File: src/rtl/icache_pkg.sv
// Shared types, widths and address field helpers for the instruction cache.
// Latency: none (definitions only).
// Backpressure: none (definitions only).
package icache_pkg;

    localparam int TAG_W    = 3;
    localparam int INDEX_W  = 3;
    localparam int OFFSET_W = 2;
    localparam int BLOCK_W  = 128;
    localparam int WORD_W   = 32;
    localparam int MADDR_W  = TAG_W + INDEX_W;

    typedef enum logic [1:0] {
        IDLE     = 2'd0,
        MEM_READ = 2'd1,
        UPDATE   = 2'd2
    } state_t;

    // CPU byte address layout: [9:7] tag, [6:4] index, [3:2] word, [1:0] ignored
    function automatic logic [TAG_W-1:0] get_tag(input logic [9:0] addr);
        return addr[9:7];
    endfunction

    function automatic logic [INDEX_W-1:0] get_index(input logic [9:0] addr);
        return addr[6:4];
    endfunction

    function automatic logic [OFFSET_W-1:0] get_word(input logic [9:0] addr);
        return addr[3:2];
    endfunction

endpackage

File: src/rtl/icache_array.sv
// Valid/tag/data storage: synchronous block write, combinational lookup and word select.
// Latency: lookup 0 cycles, write visible the cycle after wr_en.
// Backpressure: none; the controller owns all sequencing.
module icache_array
    import icache_pkg::*;
#(
    parameter int BLOCKS = 8
) (
    input  logic                clock,
    input  logic                reset,
    input  logic                wr_en,
    input  logic [INDEX_W-1:0]  wr_index,
    input  logic [TAG_W-1:0]    wr_tag,
    input  logic [BLOCK_W-1:0]  wr_data,
    input  logic [INDEX_W-1:0]  rd_index,
    input  logic [TAG_W-1:0]    rd_tag,
    input  logic [OFFSET_W-1:0] rd_offset,
    output logic                hit,
    output logic [WORD_W-1:0]   rd_word
);

    logic [BLOCKS-1:0]  valid;
    logic [TAG_W-1:0]   tags  [BLOCKS];
    logic [BLOCK_W-1:0] data  [BLOCKS];

    // Valid bits are the only state cleared by reset; tags and data may hold stale contents
    always_ff @(posedge clock) begin
        if (reset) begin
            valid <= '0;
        end else if (wr_en) begin
            valid[wr_index] <= 1'b1;
        end
    end

    // Tag and data install on a refill write
    always_ff @(posedge clock) begin
        if (wr_en) begin
            tags[wr_index] <= wr_tag;
            data[wr_index] <= wr_data;
        end
    end

    // Combinational compare and word select
    always_comb begin
        hit     = valid[rd_index] && (tags[rd_index] == rd_tag);
        rd_word = data[rd_index][rd_offset*WORD_W +: WORD_W];
    end

endmodule

File: src/rtl/icache_controller.sv
// Direct-mapped I-cache controller; optional hit/miss counters under ICACHE_STATS_EN.
// Latency: hit 0 cycles; miss stalls through MEM_READ (until mem_busywait low) plus one UPDATE cycle.
// Backpressure: busywait stalls the CPU on a miss; mem_busywait holds the FSM in MEM_READ.
module icache_controller
    import icache_pkg::*;
#(
    parameter int BLOCKS = 8,
    parameter int ADDR_W = 10
) (
    input  logic                clock,
    input  logic                reset,
    input  logic                read,
    input  logic [ADDR_W-1:0]   address,
    output logic [WORD_W-1:0]   instruction,
    output logic                busywait,
    output logic                mem_read,
    output logic [MADDR_W-1:0]  mem_address,
    input  logic [BLOCK_W-1:0]  mem_readdata,
`ifdef ICACHE_STATS_EN
    output logic [15:0]         hit_count,
    output logic [15:0]         miss_count,
`endif
    input  logic                mem_busywait
);

    state_t              state;
    state_t              next_state;
    logic                arr_hit;
    logic [WORD_W-1:0]   arr_word;
    logic                lookup_hit;
    logic                miss_start;
    logic                fill_en;
    logic [WORD_W-1:0]   last_instr;
    logic [MADDR_W-1:0]  mem_address_q;
    logic                unused_addr_bits;

    // Byte-within-word bits never affect a 32-bit fetch
    assign unused_addr_bits = ^address[1:0];

    icache_array #(.BLOCKS(BLOCKS)) u_array (
        .clock     (clock),
        .reset     (reset),
        .wr_en     (fill_en),
        .wr_index  (mem_address_q[INDEX_W-1:0]),
        .wr_tag    (mem_address_q[MADDR_W-1:INDEX_W]),
        .wr_data   (mem_readdata),
        .rd_index  (get_index(address)),
        .rd_tag    (get_tag(address)),
        .rd_offset (get_word(address)),
        .hit       (arr_hit),
        .rd_word   (arr_word)
    );

    assign lookup_hit  = read && arr_hit;
    assign miss_start  = (state == IDLE) && read && !arr_hit;
    assign mem_address = mem_address_q;

    // State register
    always_ff @(posedge clock) begin
        if (reset) begin
            state <= IDLE;
        end else begin
            state <= next_state;
        end
    end

    // Next state: memory reacts combinationally to mem_read, so the first MEM_READ
    // cycle is already a full observed cycle before mem_busywait is trusted
    always_comb begin
        next_state = state;
        case (state)
            IDLE:     if (read && !arr_hit) next_state = MEM_READ;
            MEM_READ: if (!mem_busywait)    next_state = UPDATE;
            UPDATE:                         next_state = IDLE;
            default:                        next_state = IDLE;
        endcase
    end

    // Outputs: a reset on the capture edge drops the fill so nothing is installed
    always_comb begin
        mem_read    = (state == MEM_READ);
        busywait    = (state != IDLE) || (read && !arr_hit);
        fill_en     = (state == MEM_READ) && !mem_busywait && !reset;
        instruction = lookup_hit ? arr_word : last_instr;
    end

    // Block address is latched when the miss is accepted and held through the refill
    always_ff @(posedge clock) begin
        if (reset) begin
            mem_address_q <= '0;
        end else if (miss_start) begin
            mem_address_q <= {get_tag(address), get_index(address)};
        end
    end

    // Remember the last hit word so instruction holds steady while stalled or idle
    always_ff @(posedge clock) begin
        if (reset) begin
            last_instr <= '0;
        end else if (lookup_hit) begin
            last_instr <= arr_word;
        end
    end

`ifdef ICACHE_STATS_EN
    // Saturating hit/miss counters; the post-refill replay counts as a hit
    always_ff @(posedge clock) begin
        if (reset) begin
            hit_count  <= '0;
            miss_count <= '0;
        end else begin
            if ((state == IDLE) && lookup_hit && (hit_count != 16'hFFFF)) begin
                hit_count <= hit_count + 16'd1;
            end
            if (miss_start && (miss_count != 16'hFFFF)) begin
                miss_count <= miss_count + 16'd1;
            end
        end
    end
`endif

endmodule
File: config.mk
export PLATFORM = sky130hd
export DESIGN_NAME = icache_controller
export DESIGN_NICKNAME = d
export VERILOG_FILES = /design/src/rtl/icache_pkg.sv /design/src/rtl/icache_array.sv /design/src/rtl/icache_controller.sv
export SDC_FILE = /design/constraint.sdc
export NUM_CORES = 1
export LEC_CHECK = 0
export ABC_AREA = 1
export CORE_UTILIZATION = 40
export CTS_CLUSTER_SIZE = 16
export DETAILED_ROUTE_END_ITERATION = 8
export PLACE_DENSITY = 0.58
export SYNTH_ARGS = -nofsm -noshare
export SYNTH_HDL_FRONTEND = slang
export SYNTH_HIERARCHICAL = 1
export SYNTH_SLANG_ARGS = --single-unit
File: constraint.sdc
create_clock -name clock -period 13.5 [get_ports clock]
set_input_delay 1.35 -clock clock [delete_from_list [all_inputs] [get_ports clock]]
set_output_delay 1.35 -clock clock [all_outputs]
set_load 0.01 [all_outputs]
Yosys cells after proc, flatten, opt, wreduce, memory -nomap -nowiden
Memory sizes are Yosys's and may differ from the RTL's.
Cells that the tools add are included.
W data, S select, Z words.
Word-level totals
  logic and storage cells: 40
  register bits after elaboration: 48
  bits of input ports: 142
  RAM bits: 1048
  memories: 2
Operators by class
  bitwise operators: 1
  shifts and indexed selects: 1
  reduce and logical (&&, ||, !) cells: 15
  $lt $le $gt $ge: 3
  equal/unequal tests: 4
  multiplexer cells: 10
Memory list
  u_array.data: words 8, width 128, rd ports 1, clocked after Yosys merged registers in 0, write ports 1, line icache_array.sv:24  | logic [BLOCK_W-1:0] data [BLOCKS];
  u_array.tags: words 8, width 3, rd ports 1, clocked after Yosys merged registers in 0, write ports 1, line icache_array.sv:23  | logic [TAG_W-1:0] tags [BLOCKS];
Operators with widths (count)
  $shiftx A128 B8 Y32: 1
  $mux W32: 1
  $logic_and A1 B1 Y1: 8
  $lt A3 B4 Y1 const B: 2
  $or A8 B8 Y8: 1
  $mux W1: 4
  $mux W2: 2
  $pmux W2 S2: 1
  $bmux W1 S3: 1
  $demux W1 S3: 1
  $eq A3 B3 Y1: 1
  $ge A3 B1 Y1 const B: 1
  $logic_not A1 Y1: 3
  $eq A2 B1 Y1 const B: 1
  $logic_not A2 Y1: 1
  $ne A2 B1 Y1 const B: 1
  $ne A2 B2 Y1 const B: 1
  $reduce_and A2 Y1: 1
  $reduce_bool A2 Y1: 1
  $logic_or A1 B1 Y1: 1

Depth between registers and ports, before layout
Gate-level depths: netlist (run 1).
  word-level depth: 7
  gate-level depth with buffers: 18

Modules after synthesis
Netlist (run 1), hierarchy kept.
By module, submodules not included
  icache_array: cells each 3562, area each 42418.2 um^2, times used 1
  icache_controller: cells each 255, area each 1895.6 um^2, times used 1

Worst setup path after synthesis (run 1)
No wires, ideal clock.
  kind: input port to flip-flop
  start: input port reset
  end: memory u_array.data[4][0], enable pin
  data required time: 12.873 ns
  library setup time: 0.627 ns
  slack: 5.449 ns
  arrival: 7.424 ns
  stages on the path: 6
  path through: buf_2 nor4_1 inv_1 nor2_1 inv_1 nor2_1
Between the ends
  word-level cells in the longest chain between the ends: 4
RTL lines
  from (decl): line icache_controller.sv:11  | input logic reset,
  $logic_not A1 Y1: line icache_controller.sv:83  | fill_en = (state == MEM_READ) && !mem_busywait && !reset;
  $logic_and A1 B1 Y1: line icache_controller.sv:83
  named net fill_en: line icache_controller.sv:32  | logic fill_en;
  $mux W1: line icache_array.sv:37  | if (wr_en) begin
  $mux W1 (not written as such): line icache_array.sv:39  | data[wr_index] <= wr_data;
  to (decl): line icache_array.sv:24
The timed path passes the listed nets, and every way through them passes these cells.

Final worst setup path (run 1)
  start: input port address[4]
  end: output port instruction[27]
Between the ends
  elaborated cells between the ends (all ways): 9
  those cells by class: eq/ne (1); shift (1); mux (3); reduce/logical (2); memory (2)
RTL lines
  from (decl): line icache_controller.sv:13  | input logic [ADDR_W-1:0] address,
  $mem_v2 Z8 W128
  $shiftx A128 B8 Y32: line icache_array.sv:46  | rd_word = data[rd_index][rd_offset*WORD_W +: WORD_W];
  named net arr_word[27]: line icache_controller.sv:29  | logic [WORD_W-1:0] arr_word;
  $mux W32
  to (decl): line icache_controller.sv:14  | output logic [WORD_W-1:0] instruction,
The timed path passes the listed nets, and every way through them passes these cells. The select of a mux whose other input is x is not followed.

==> results of run 1 <==
==> where the power goes <==
group	switching (mW)	internal (mW)
Clock	1.23	1.60
Sequential	0.00786	3.74
Combinational	0.330	0.138
Total	1.57	5.48
==> how the worst min path moves through the flow <==
stage                                       start                             to  slack [ns]  cells after the start
floorplan           u_array/valid[1]$_SDFFE_PP0P_  u_array/valid[1]$_SDFFE_PP0P_        0.44                      2
global placement    u_array/valid[5]$_SDFFE_PP0P_  u_array/valid[5]$_SDFFE_PP0P_        0.45                      2
detailed placement  u_array/valid[5]$_SDFFE_PP0P_  u_array/valid[5]$_SDFFE_PP0P_        0.46                      2
CTS                 u_array/valid[5]$_SDFFE_PP0P_  u_array/valid[5]$_SDFFE_PP0P_        0.47                      2
global route        u_array/valid[7]$_SDFFE_PP0P_  u_array/valid[7]$_SDFFE_PP0P_        0.51                      2
finish              u_array/valid[4]$_SDFFE_PP0P_  u_array/valid[4]$_SDFFE_PP0P_        0.47                      2
==> final cells by class <==
| cell class | count | area, sq um |
|---|---|---|
| diodes | 3 | 7.51 |
| clock buffers | 156 | 3050 |
| clock inverters | 42 | 255 |
| fillers | 9918 | 58800 |
| inverters | 106 | 418 |
| multi-input cells | 2378 | 10400 |
| flip-flops and latches | 1096 | 32400 |
| well taps | 1476 | 1850 |
| repair buffers | 220 | 2160 |
==> cell usage in the layout, fill, tap and decap left out, drive strengths merged, types with 7 or more instances in the layout <==
cell / count
edfxtp: 1048
o21ai: 33
nor2: 73
nand3: 862
nand2: 1368
clkdlybuf4s50: 173
inv: 109
dfxtp: 48
buf: 47
clkinv: 36
and2: 32
clkbuf: 156
a21oi: 7
==> per-stage QoR <==
step	utilization, %	power [mW]	hold slack [ns]	cell area (sq um)
final	46.2	7.05	0.474	50500
after global routing	46.2	7.26	0.509	50500
after CTS	46.2	7.09	0.474	50500
after detailed placement	43.2	4.29	0.461	47200
after global placement	43.2	4.28	0.450	47200
after floorplan	-	4.08	0.440	44300
==> flip-flops by register name, summed over array words and instances (netlist names) <==
name           flops
u_array/tags      24
u_array/valid      8
u_array/data    1024
last_instr        32
state              2
mem_address        6
==> synth_stat cells <==
library cell,count
nand2_1,1359
nand2_2,8
inv_2,4
buf_4,13
inv_1,100
and2_1,32
nor2_2,5
o21ai_0,1
a21oi_1,6
nand3b_1,1
buf_6,11
dfxtp_1,48
clkinv_1,2
nor2_1,68
nand3_1,862
o21ai_2,32
a21oi_2,1
nor4_1,2
edfxtp_1,1048
buf_2,125
clkbuf_1,53
buf_1,35
nand2_4,1
==> routing by layer <==
layer	vias up	share of wire (%)
li1	13402	-
met2	883	45
met3	163	6.8
met4	32	2.2
met1	13974	46
met5	-	0.16
==> cells by family (layout without fill, tap and decap cells) <==
kind of cell | count (synthesis) | in the layout | share of synthesized area, %
AOI/OAI and AO/OA | 40 | 40 | 0.731
buffers and inverters | 343 | 524 | 3.55
DFF | 1096 | 1096 | 73.2
other | 0 | 3 | 0
and+or+nand+nor | 2338 | 2338 | 22.5
==> worst min-delay path: stages, from the launching register on <==
cell and delay [ns]:
dfxtp_1 0.33, nor2_1 0.05, nor2_1 0.07
==> reports/results.txt, run 1 <==
Status = finished, final reports clean
Fin. Hold Viols = 0
Total core area = 109000 sq um
R2R Setup Slk = 9.46 ns
H-tree depth = 3
Fin crit share = 54.6%
Max Cap Violations = 0
Global-route wire length before repair = 175000 um
Final wirelength = 120000 um
Met2 Usage GRT = 31.6%
Antenna-violating nets left = 0
Met3 Usage GRT = 3.60%
Routability cong. = 0.777
Ranking of synthesized cells by area = edfxtp_1 71%, nand2_1 12%, nand3_1 9.7%
Layout cells sized above 1 = 6.25%
Post-CTS resize count = 0
Syn Inst Count = 3817
Worst flop-to-flop path startpoint = state[0]$_SDFFE_PP0P_
Post-DP HPWL = 63300 um
CTS root buffer = clkbuf_16
Post-layout nets = 4054
Synth Net Count = 3959
Largest stage delay, worst path = 0.88 ns
Final setup vio count = 0
Req. time, crit path = 12.15 ns
Post-synth top area cell = edfxtp_1
Pre-Repair DR Iteration Count = 5
Crit-path max FO = 132
Worst Setup Start Kind = input port
Grt total ovfl = 0
Fmax = 136 MHz
Clock slew at reported path FFs = 0.06 ns
Num ports = 182
Crit. Startpoint = address[4]
# clock sinks = 1096
Crit path depth = 14
Largest net degree at the start of global routing = 186
Vias = 28454
Syn-to-layout area delta = 14.0%
Path depth of the worst reg2reg path = 9
Max clock buf depth = 3
Unique cell type count in the Yosys netlist = 23
Routed vias/inst = 5.20
CP endpoint = instruction[27]
Crit. End Element = primary output
Slew margin rel. = 23.2%
VDD IR-drop max = 0.0929 mV
Residual DRC count = 0
Critical Path AT = 6.03 ns
Hold Crit Class = flip-flop to flip-flop
Wirelength per Cell = 21.8 um
Clk_lat worst skew = 0.69 ns
Synthesized flop and latch total = 1096
RSZ-0062 raised after global routing = false
Top-area cell type share of the netlist area = 71.0%
Port Buffers = 179
Pwr dens = 139 nW/um^2
Yosys warnings = 6
Buf/Inv on CP = 6
Die ar. = 112000 sq um
Layout Cells excl Fill = 5477
Num CTS Buffers = 110
Syn_area_per_cell = 11.6 sq um
Overall die width = 335 um
Initial DRC Count = 2851
Row cnt = 121
LEAKAGE = 18.3 nW
Number of global-route vias before repair = 25893
Fin crit period = 7.38 ns
Slowest library cell on the worst path = buf_4
Fin Clk Skew = 0.0341 ns
Slew Limit Fails = 0
Post-CTS Setup Bufs = 0
Starting Density = 40.5%
Top cell family by delay on the critical path = buffers and inverters
Ordered list of cells on the worst path = buf_8 > inv_8 > buf_4 > buf_4 > nand2_1 > nand3_1 > nand3_1 > nand2_1 > nand2_1 > nand3_1 > and2_1 > o21ai_2 > inv_1 > clkdlybuf4s50_1
Hold Buf Count CTS = 0
Met1 Usage GRT = 31.3%
Antenna violations before repair = 25
Worst-Margin Slew = 1.15 ns
Sequential area share after synthesis = 73.2%
R2r endpoint = u_array/data[4][99]$_DFFE_PP_
GRT busiest layer = met2
WS Path Type = input port to primary output
DP Worst Slack = 6.19 ns
Post-route setup slack = 6.12 ns
Cell Area, Synth = 44300 sq um
Placed cells = 5276
CTS tree = built
Die height = 335 um
Setup TNS Final = 0 ns
GRT Resource Usage Total = 21.0%
No activity file was read; power rests on OpenSTA's default activity.
==> inputs of run 2 (changes only) <==
Clock period 13.5 ns to 7.4 ns, I/O delays scaled along.
==> run 2 against run 1 <==
Net effect:
- worst hold slack barely moved
- non-clock buffer count fell by 3
- via count fell by 0.61%
- count of clock-buffer cells in the layout fell by 1
- total power rose by 83%
- design area rose by 0.33%
- die area did not move
- critical endpoint is now instruction[23]
- worst setup slack got worse by 4.0 ns
==> reports/results.txt, run 2 (synthesis gave the netlist of run 1 again) <==
Critical Path AT = 4.49 ns (was 6.03 ns)
Largest Register = u_array/data (unchanged)
Pre-Repair DR Iteration Count = 6 (was 5)
Status = finished, final reports clean (unchanged)
Clock slew at reported path FFs = 0.06 ns (about the same)
Global-route wire length before repair = 175000 um (about the same)
LEAKAGE = 18.4 nW (was 18.3 nW)
Largest net degree at the start of global routing = 188 (was 186)
CP endpoint = instruction[23] (was instruction[27])
Post-DP HPWL = 60600 um (was 63300 um)
Post-CTS Setup Bufs = 0 (unchanged)
Max Cap Violations = 0 (unchanged)
Placed cells = 5273 (was 5276)
Routed wl met3 = 8740 um (was 8120 um)
Die ar. = 112000 sq um (unchanged)
Placed Area = 47300 sq um (was 47200 sq um)
Slew margin rel. = 26.3% (was 23.2%)
CTS tree = built (unchanged)
Worst-Margin Slew = 1.11 ns (was 1.15 ns)
Hold Buf Count CTS = 0 (unchanged)
Fin crit period = 5.23 ns
Syn-to-layout area delta = 14.4% (was 14.0%)
Regs by FF count = u_array/data (1024), last_instr (32), u_array/tags (24) (unchanged)
Setup TNS Final = 0 ns (unchanged)
Req. time, crit path = 6.66 ns (was 12.15 ns)
Row cnt = 121 (unchanged)
Max clock buf depth = 3 (unchanged)
Grt total ovfl = 0 (unchanged)
Path depth of the worst reg2reg path = 6 (was 9)
Hold Crit Class = flip-flop to flip-flop (unchanged)
Total core area = 109000 sq um (unchanged)
Number of global-route vias before repair = 26130 (was 25893)
Die height = 335 um (unchanged)
Core Util, Final = 46.4% (was 46.2%)
Starting Density = 40.5% (unchanged)
Routability cong. = 0.732 (was 0.777)
Crit. End Element = primary output (unchanged)
Crit-path max FO = 156 (was 132)
WS Path Type = input port to primary output (unchanged)
R2r endpoint = u_array/data[5][127]$_DFFE_PP_ (was u_array/data[4][99]$_DFFE_PP_)
Commonest non-fill, non-tap cell in the layout = nand2_1 (unchanged)
RSZ-0062 raised after global routing = false (unchanged)
Overall die width = 335 um (unchanged)
Slew Limit Fails = 0 (unchanged)
DP Worst Slack = 2.22 ns (was 6.19 ns)
Pwr dens = 254 nW/um^2 (was 139 nW/um^2)
Post-CTS resize count = 0 (unchanged)
Worst flop-to-flop path startpoint = state[0]$_SDFFE_PP0P_ (unchanged)
Residual DRC count = 0 (unchanged)
Routed vias/inst = 5.16 (was 5.20)
Number of flip-flops in the largest register = 1024 (unchanged)
Worst Setup Start Kind = input port (unchanged)
Fin. Hold Viols = 0 (unchanged)
GRT Resource Usage Total = 21.1% (was 21.0%)
Final Cell Area = 50700 sq um (was 50500 sq um)
Final wirelength = 119000 um (was 120000 um)
Layout Cells excl Fill = 5479 (was 5477)
Vias = 28281 (was 28454)
Uppermost routed layer = met5 (unchanged)
Num ports = 182 (unchanged)
Fin crit share = 70.6%
Fin Clk Skew = 0.0292 ns (was 0.0341 ns)
Crit. Startpoint = address[4] (unchanged)
Layout cells sized above 1 = 6.10% (was 6.25%)
Initial DRC Count = 2530 (was 2851)
Fmax = 191 MHz
Wire length on met1 = 53900 um (was 55200 um)
Num CTS Buffers = 110 (unchanged)
R2R Setup Slk = 4.33 ns (was 9.46 ns)
CTS root buffer = clkbuf_16 (unchanged)
Most frequent cells in the layout = 1359 x nand2_1, 1048 x edfxtp_1, 862 x nand3_1 (unchanged)
VDD IR-drop max = 0.214 mV (was 0.0929 mV)
Tot Pwr = 12.9 mW (was 7.05 mW)
# clock sinks = 1096 (unchanged)
Fillers = 9873 (was 9918)
H-tree depth = 3 (unchanged)
Antenna violations before repair = 18 (was 25)
Clk_lat worst skew = 0.70 ns (was 0.69 ns)
Routed wl met2 = 54200 um (was 53500 um)
Final setup vio count = 0 (unchanged)
Wirelength per Cell = 21.8 um (about the same)
Post-layout nets = 4051 (was 4054)
Hold_ws = 0.474 ns (about the same)
Post-route setup slack = 2.17 ns (was 6.12 ns)
Antenna-violating nets left = 0 (unchanged)
Port Buffers = 179 (unchanged)
## run 2: critical path: stages
cell and delay [ns]:
buf_8 0.40, buf_12 0.56, nand2_1 0.14, nand3_1 0.12
nand3_1 0.09, nand2_1 0.20, nand2_1 0.08, clkinv_1 0.05
nand2_1 0.04, nor2_1 0.25, nand2_4 0.51, nand2_1 0.25
o21ai_2 0.09, inv_1 0.20, clkdlybuf4s50_1 0.57
## run 2: worst min path at each step
| stage | start | endpoint | slack, ns | cells past startpoint |
|---|---|---|---|---|
| floorplan | u_array/valid[1]$_SDFFE_PP0P_ | u_array/valid[1]$_SDFFE_PP0P_ | 0.44 | 2 |
| global placement | u_array/valid[5]$_SDFFE_PP0P_ | u_array/valid[5]$_SDFFE_PP0P_ | 0.45 | 2 |
| detailed placement | u_array/valid[5]$_SDFFE_PP0P_ | u_array/valid[5]$_SDFFE_PP0P_ | 0.46 | 2 |
| CTS | u_array/valid[5]$_SDFFE_PP0P_ | u_array/valid[5]$_SDFFE_PP0P_ | 0.47 | 2 |
| global route | u_array/valid[7]$_SDFFE_PP0P_ | u_array/valid[7]$_SDFFE_PP0P_ | 0.50 | 2 |
| finish | u_array/valid[7]$_SDFFE_PP0P_ | u_array/valid[7]$_SDFFE_PP0P_ | 0.47 | 2 |
## run 2: metal layers
metal  track usage, %  up-vias
li1                 -    13407
met1             30.5    13824
met2             32.2      855
met3             4.25      173
met4             5.72       22
met5                0        -
## run 2: final cells by class
cell class | count | area [sq um] | share of cell area, %
Antenna cell | 5 | 12.5 | 0.0247
Clock buffer | 155 | 3090 | 6.09
Clock inverter | 46 | 278 | 0.548
Inverter | 106 | 418 | 0.824
Multi-Input combinational cell | 2378 | 10400 | 20.4
Sequential cell | 1096 | 32400 | 64.0
Tap cell | 1476 | 1850 | 3.64
Timing Repair Buffer | 217 | 2260 | 4.46
## run 2: where the power goes
group          internal [mW]  total (mW)  switching (mW)
logic                  0.255       0.841           0.586
clock network           2.96        5.22            2.26
registers               6.83        6.85          0.0137
